<file path="config.mk">
export PLATFORM = sky130hd
export DESIGN_NAME = mc_ctrl_fsm
export DESIGN_NICKNAME = d
export VERILOG_FILES = /design/src/rtl/mc_ctrl_fsm_pkg.sv /design/src/rtl/mc_ctrl_fsm_alu_dec.sv /design/src/rtl/mc_ctrl_fsm.sv
export SDC_FILE = /design/constraint.sdc
export NUM_CORES = 1
export LEC_CHECK = 0
export ABC_AREA = 0
export BUFFER_PORTS_ARGS = -buffer_cell sky130_fd_sc_hd__buf_2
export CAP_MARGIN = 20
export CORE_MARGIN = 4
export CORE_UTILIZATION = 47
export CTS_CLUSTER_SIZE = 16
export DETAILED_ROUTE_END_ITERATION = 8
export GPL_TIMING_DRIVEN = 0
export PLACE_DENSITY = 0.86
export SLEW_MARGIN = 30
export SYNTH_ARGS = -nofsm -noshare
export SYNTH_HDL_FRONTEND = slang
export SYNTH_HIERARCHICAL = 1
export SYNTH_SLANG_ARGS = --single-unit
</file>
<file path="constraint.sdc">
create_clock -name clk -period 1.55 [get_ports clk]
set_input_delay 0.31 -clock clk [delete_from_list [all_inputs] [get_ports clk]]
set_output_delay 0.31 -clock clk [all_outputs]
set_load 0.01 [all_outputs]
</file>
<file path="src/rtl/mc_ctrl_fsm_pkg.sv">
// ---------------------------------------------------------------------------
// mc_ctrl_fsm_pkg : opcodes, FSM state encoding, pcSrc / aluOp codes.
// Rev 1.0
// ---------------------------------------------------------------------------
`default_nettype none

package mc_ctrl_fsm_pkg;

  typedef enum logic [2:0] {
    S_FETCH  = 3'd0,
    S_DECODE = 3'd1,
    S_EXEC   = 3'd2,
    S_MEM    = 3'd3,
    S_WB     = 3'd4,
    S_HALT   = 3'd5,
    S_TRAP   = 3'd6
  } state_e;

  localparam logic [5:0] OPC_R    = 6'b100000;
  localparam logic [5:0] OPC_BNE  = 6'b010000;
  localparam logic [5:0] OPC_BEQ  = 6'b010001;
  localparam logic [5:0] OPC_J    = 6'b010010;
  localparam logic [5:0] OPC_ADDI = 6'b000000;
  localparam logic [5:0] OPC_SW   = 6'b000001;
  localparam logic [5:0] OPC_LW   = 6'b000010;
  localparam logic [5:0] OPC_HALT = 6'b111111;

  localparam logic [1:0] PCSRC_SEQ = 2'b00;
  localparam logic [1:0] PCSRC_BR  = 2'b01;
  localparam logic [1:0] PCSRC_RS  = 2'b10;
  localparam logic [1:0] PCSRC_JMP = 2'b11;

  localparam logic [2:0] ALU_ADD = 3'd0;
  localparam logic [2:0] ALU_SUB = 3'd1;

  function automatic logic op_legal(input logic [5:0] op);
    case (op)
      OPC_R, OPC_BNE, OPC_BEQ, OPC_J,
      OPC_ADDI, OPC_SW, OPC_LW, OPC_HALT: op_legal = 1'b1;
      default:                            op_legal = 1'b0;
    endcase
  endfunction

endpackage

`default_nettype wire

</file>
<file path="src/rtl/mc_ctrl_fsm_alu_dec.sv">
// ---------------------------------------------------------------------------
// mc_ctrl_fsm_alu_dec : R-type func -> {ALU op, jr flag}.
// Rev 1.0
// ---------------------------------------------------------------------------
`default_nettype none

module mc_ctrl_fsm_alu_dec #(
  parameter int FUNC_W = 6
) (
  input  logic [FUNC_W-1:0] func,
  output logic [2:0]        alu_op,
  output logic              is_jr
);

  // func 0..6 map straight onto ALU codes; everything above is jr
  assign alu_op = func[2:0];
  assign is_jr  = (func > FUNC_W'(6));

endmodule

`default_nettype wire

</file>
<file path="src/rtl/mc_ctrl_fsm.sv">
// ---------------------------------------------------------------------------
// mc_ctrl_fsm : multicycle FETCH/DECODE/EXEC/MEM/WB controller, shared memory port.
// Rev 1.0
// ---------------------------------------------------------------------------
`default_nettype none

module mc_ctrl_fsm
  import mc_ctrl_fsm_pkg::*;
#(
  parameter int OP_W    = 6,
  parameter int FUNC_W  = 6,
  parameter int ALUOP_W = 3,
  parameter int TIMEOUT = 16
) (
  input  logic               clk,
  input  logic               reset,
  input  logic [OP_W-1:0]    opcode,
  input  logic [FUNC_W-1:0]  func,
  input  logic               zeroflag,
  input  logic               mem_ready,
  output logic               irWrite,
  output logic               pcWrite,
  output logic               iorD,
  output logic               regWrite,
  output logic               memRead,
  output logic               memWrite,
  output logic               memToReg,
  output logic               aluSrc,
  output logic               regDst,
  output logic [1:0]         pcSrc,
  output logic [ALUOP_W-1:0] aluOp,
  output logic               halted,
  output logic               trap,
  output logic               trap_cause
);

  localparam int               CNT_W    = $clog2(TIMEOUT + 1);
  localparam logic [CNT_W-1:0] CNT_LAST = CNT_W'(TIMEOUT - 1);

  state_e              state_q, state_d;
  logic [OP_W-1:0]     op_q, op_d;
  logic [FUNC_W-1:0]   func_q, func_d;
  logic [CNT_W-1:0]    wait_cnt_q, wait_cnt_d;
  logic                halted_q, halted_d;
  logic                trap_q, trap_d;
  logic                cause_q, cause_d;

  logic [5:0]          op6;
  logic [2:0]          dec_alu_op;
  logic                dec_is_jr;
  logic [2:0]          alu3;
  logic                timed_out;
  logic                taken;

  assign op6       = 6'(op_q);
  assign timed_out = (wait_cnt_q == CNT_LAST) && !mem_ready;

  mc_ctrl_fsm_alu_dec #(.FUNC_W(FUNC_W)) u_alu_dec (
    .func   (func_q),
    .alu_op (dec_alu_op),
    .is_jr  (dec_is_jr)
  );

  always_ff @(posedge clk or posedge reset) begin
    if (reset) begin
      state_q    <= S_FETCH;
      op_q       <= '0;
      func_q     <= '0;
      wait_cnt_q <= '0;
      halted_q   <= 1'b0;
      trap_q     <= 1'b0;
      cause_q    <= 1'b0;
    end else begin
      state_q    <= state_d;
      op_q       <= op_d;
      func_q     <= func_d;
      wait_cnt_q <= wait_cnt_d;
      halted_q   <= halted_d;
      trap_q     <= trap_d;
      cause_q    <= cause_d;
    end
  end

  always_comb begin
    state_d    = state_q;
    op_d       = op_q;
    func_d     = func_q;
    wait_cnt_d = '0;
    halted_d   = halted_q;
    trap_d     = trap_q;
    cause_d    = cause_q;
    irWrite    = 1'b0;
    pcWrite    = 1'b0;
    iorD       = 1'b0;
    regWrite   = 1'b0;
    memRead    = 1'b0;
    memWrite   = 1'b0;
    memToReg   = 1'b1;
    aluSrc     = 1'b0;
    regDst     = 1'b1;
    pcSrc      = PCSRC_SEQ;
    alu3       = ALU_ADD;
    taken      = 1'b0;

    case (state_q)
      S_FETCH: begin
        memRead = 1'b1;
        if (mem_ready) begin
          irWrite = 1'b1;
          pcWrite = 1'b1;
          state_d = S_DECODE;
        end else if (timed_out) begin
          state_d = S_TRAP;
          trap_d  = 1'b1;
          cause_d = 1'b1;
        end else begin
          wait_cnt_d = wait_cnt_q + 1'b1;
        end
      end

      S_DECODE: begin
        op_d   = opcode;
        func_d = func;
        if (!op_legal(6'(opcode))) begin
          state_d = S_TRAP;
          trap_d  = 1'b1;
          cause_d = 1'b0;
        end else if (6'(opcode) == OPC_HALT) begin
          state_d  = S_HALT;
          halted_d = 1'b1;
        end else begin
          state_d = S_EXEC;
        end
      end

      S_EXEC: begin
        state_d = S_FETCH;
        case (op6)
          OPC_R: begin
            if (dec_is_jr) begin
              pcWrite = 1'b1;
              pcSrc   = PCSRC_RS;
            end else begin
              alu3    = dec_alu_op;
              state_d = S_WB;
            end
          end
          OPC_ADDI, OPC_LW, OPC_SW: begin
            aluSrc  = 1'b1;
            state_d = (op6 == OPC_ADDI) ? S_WB : S_MEM;
          end
          OPC_BEQ, OPC_BNE: begin
            alu3    = ALU_SUB;
            taken   = (op6 == OPC_BEQ) ? zeroflag : !zeroflag;
            pcWrite = taken;
            pcSrc   = taken ? PCSRC_BR : PCSRC_SEQ;
          end
          OPC_J: begin
            pcWrite = 1'b1;
            pcSrc   = PCSRC_JMP;
          end
          default: state_d = S_FETCH;
        endcase
      end

      S_MEM: begin
        // request is held every cycle until the memory acknowledges it
        iorD     = 1'b1;
        memRead  = (op6 == OPC_LW);
        memWrite = (op6 == OPC_SW);
        if (mem_ready) begin
          state_d = (op6 == OPC_LW) ? S_WB : S_FETCH;
        end else if (timed_out) begin
          state_d = S_TRAP;
          trap_d  = 1'b1;
          cause_d = 1'b1;
        end else begin
          wait_cnt_d = wait_cnt_q + 1'b1;
        end
      end

      S_WB: begin
        regWrite = 1'b1;
        if (op6 == OPC_LW) begin
          regDst   = 1'b0;
          memToReg = 1'b0;
        end else if (op6 == OPC_ADDI) begin
          regDst = 1'b0;
        end
        state_d = S_FETCH;
      end

      S_HALT, S_TRAP: state_d = state_q;

      default: state_d = S_FETCH;
    endcase
  end

  assign aluOp      = ALUOP_W'(alu3);
  assign halted     = halted_q;
  assign trap       = trap_q;
  assign trap_cause = cause_q;

endmodule

`default_nettype wire
</file>
==> out/qor.csv <==
metric;value;unit
Tot Pwr;3.79;mW
DRT Pass-1 Iters;4;
ys async rst share;100;%
Worst Setup End Kind;primary output;
met1 Track Usage GR;23.5;%
final worst slack;-0.403;ns
kind of critical path;flip-flop to primary output;
Starting Density;48.6;%
Setup TNS;-4.00;ns
worst vdd ir;1.50;mV
core area;2730;um2
Hold Crit Class;primary input to asynchronous set/reset pin;
M3 GR Usage;3.98;%
final hold viol count;0;
syn avg cell area;9.57;um2
final setup fails;28;
top cell type's share of synthesized area;43.3;%
FMAX;512;MHz
RSZ-0062 raised after global routing;yes;
num rows;19;
share of post-route cells with drive strength above 1;54.9;%
area occupied by multi-input gates;891;um2
die area;3740;um2
grt total ovfl;0;
leading area contributor after synthesis;dfrtp_1;
die width;61.2;um
EDFF count, synth;0;
status;finished with violations;
Post-Route Skew;0.00603;ns
pin count of the biggest net entering global routing;24;
synthesized flop and latch total;23;
max-slew violation count;0;
power density over the cells;1900;nW/um2
Sw Ratio;40.4;%
Max clock buf depth;2;
CP Launch Type;flip-flop;
number of max-cap violations;0;
top post-synthesis cells by area;dfrtp_1, mux2_2, nor2_1;
slowest library cell on the worst path;dfrtp_2;
H-tree Lvls;1;
net switching power;1.53;mW
first-pass GRT wire length;5.55;mm
arrival time at the worst endpoint;1.64;ns
register area share after synthesis;43.3;%
Ports;33;
CP Cell Sequence;nor4b_4, a21boi_1, o21bai_1, buf_2;
CTS buffer count;3;
vias per inst;5.88;
worst relative slew slack;45.8;%
clock root cell;clkbuf_4;
clock sink count;23;
Seq pwr share;31.1;%
Die Ht;61.2;um
Worst-path clk slew;0.13;ns
Filler cells;167;
period utilisation layout;126;%
diode count;0;
worst slew pin tran;0.809;ns
port bufs;32;
GR Util met2;34.4;%
Synth Flop Type;dfrtp_1;
Worst Path Required;1.24;ns
Placer Congestion;0.850;
post-layout net count;213;
vias in the first global route;1256;
Distinct cells, synth;40;
post-DP HPWL;2.14;mm
CTS tree;yes;
Routed WL;3.96;mm
syn nets;156;
drt drc;0;
DR iter-0 viols;38;
Total GRT Usage;19.5;%
hold_buf cts;0;
CP delay by family, top;flip-flops;
Seq. cell area;583;um2
clock network fraction of design power;7.3;%
Post-Synthesis Cells;139;
via count;1328;
worst reg-to-reg setup slack;-0.04;ns
synth warn;6;
Comb pwr share;61.6;%
Max FO, Critical Path;4;
synthesized area;1330;um2
clock latency on the worst-skew pair;0.31;ns
initial antenna violation count;0;
Final min period;1.95;ns
DR WL/cell;17.5;um
CP Buf/Inv Count;1;
static leakage;0.941;nW
failing checks;setup timing;
gr busiest metal;met2;
slowest cell delay on critical path;0.48;ns
Final ANT Viol Nets;0;
P_int;2.26;mW
area grow syn2layout;50.2;%
per-stage QoR:
| step | hold slack [ns] | worst slack (ns) | cell area (um2) | util, % | std cells |
|---|---|---|---|---|---|
| floorplan | 0.312 | -0.0119 | 1340 | - | 139 |
| global placement | 0.444 | -0.255 | 1540 | 56.4 | 202 |
| detailed placement | 0.452 | -0.221 | 1540 | 56.4 | 202 |
| CTS | 0.172 | -0.378 | 1770 | 64.6 | 214 |
| global route | 0.0653 | -0.498 | 2000 | 73.1 | 226 |
| finish | 0.0315 | -0.403 | 2000 | 73.1 | 226 |
sequential cells by signal, indices dropped and copies added (netlist names):
signal / count
trap: 1
op6: 6
wait_cnt_q: 5
state_q: 3
halted: 1
func_q: 6
trap_cause: 1
worst paths after layout:
kind                       cells after the start                      to                    from
hold / removal                                 2  trap_cause$_DFFE_PP0P_                   reset
max in group asynchronous                      2      op6[1]$_DFFE_PP0P_                   reset
setup / recovery                               4                 pcWrite      op6[5]$_DFFE_PP0P_
setup reg to reg                               6   func_q[4]$_DFFE_PP0P_  state_q[1]$_DFFE_PP0N_
hold reg to reg                                1      halted$_DFFE_PP0P_      halted$_DFFE_PP0P_
min in group clk                               2   func_q[2]$_DFFE_PP0P_                 func[2]
cell usage in the layout, fill, tap and decap left out, types with 5 or more instances in the layout:
master / Yosys / final
nand2_1: 13 / 11
nor3_1: 7 / 5
buf_2: 2 / 30
buf_6: 1 / 7
dfrtp_2: 0 / 6
and3_1: 6 / 6
nor2b_1: 5 / 5
mux2_4: 0 / 10
buf_4: 4 / 21
dfrtp_1: 23 / 17
nor2_1: 14 / 10
what timing repair did:
item	CTS	global route
buffers inserted	11	12
pin swaps	14	17
endpoints found under the setup margin	23	30
hold endpoints to repair	0	0
gates resized for setup	28	36
gates cloned	0	1
power groups by stage:
stage / registers [mW] / clock network (mW) / logic (mW)
2_1_floorplan: 0.994 / 0 / 1.02
3_3_place_gp: 1.02 / 0 / 1.25
3_5_place_dp: 1.04 / 0 / 1.29
4_1_cts: 1.13 / 0.284 / 1.70
5_1_grt: 1.21 / 0.314 / 2.50
6_report: 1.18 / 0.278 / 2.34
cells by family (layout without fill, tap and decap cells):
logic type                 Yosys count  in the layout  synth area share, %
AOI/OAI and AO/OA                   17             17                 9.13
xor gates and xnor gates             4              4                 2.63
adders and majority gates            1              1                0.941
buffers and inverters               13             69                 5.55
DFF                                 23             23                 43.3
muxes                               12             12                 10.2
and+or+nand+nor                     69             69                 28.3
synth_stat cells (2+ instances only):
cell      instances
nand3_1           4
nor2b_1           5
nand2b_1          2
and3_1            6
buf_2             2
a21oi_1           3
nor3_1            7
buf_4             4
inv_1             3
nor4b_1           3
nor2_1           14
a22oi_1           2
o21ai_0           3
or3_1             3
clkbuf_1          3
nor3b_1           2
mux2_2           12
dfrtp_1          23
and4b_1           2
xnor2_1           2
xor2_1            2
nand2_1          13
nor4_1            2
area by class of cell:
class,instances,share of cell area (%)
Multi-Input combinational cell,103,44.6
Sequential cell,23,29.2
Buffer,7,4.01
Clock buffer,3,1.13
Inverter,3,0.564
Clock inverter,1,0.250
Timing Repair Buffer,55,18.3
Tap cell,31,1.94
per-layer routing:
layer	wire length [um]	vias to the layer above
met2	2120	55
met3	207	11
met1	1520	657
li1	-	605
met5	0	-
met4	110	0
Power figures use the tool's default switching activity.
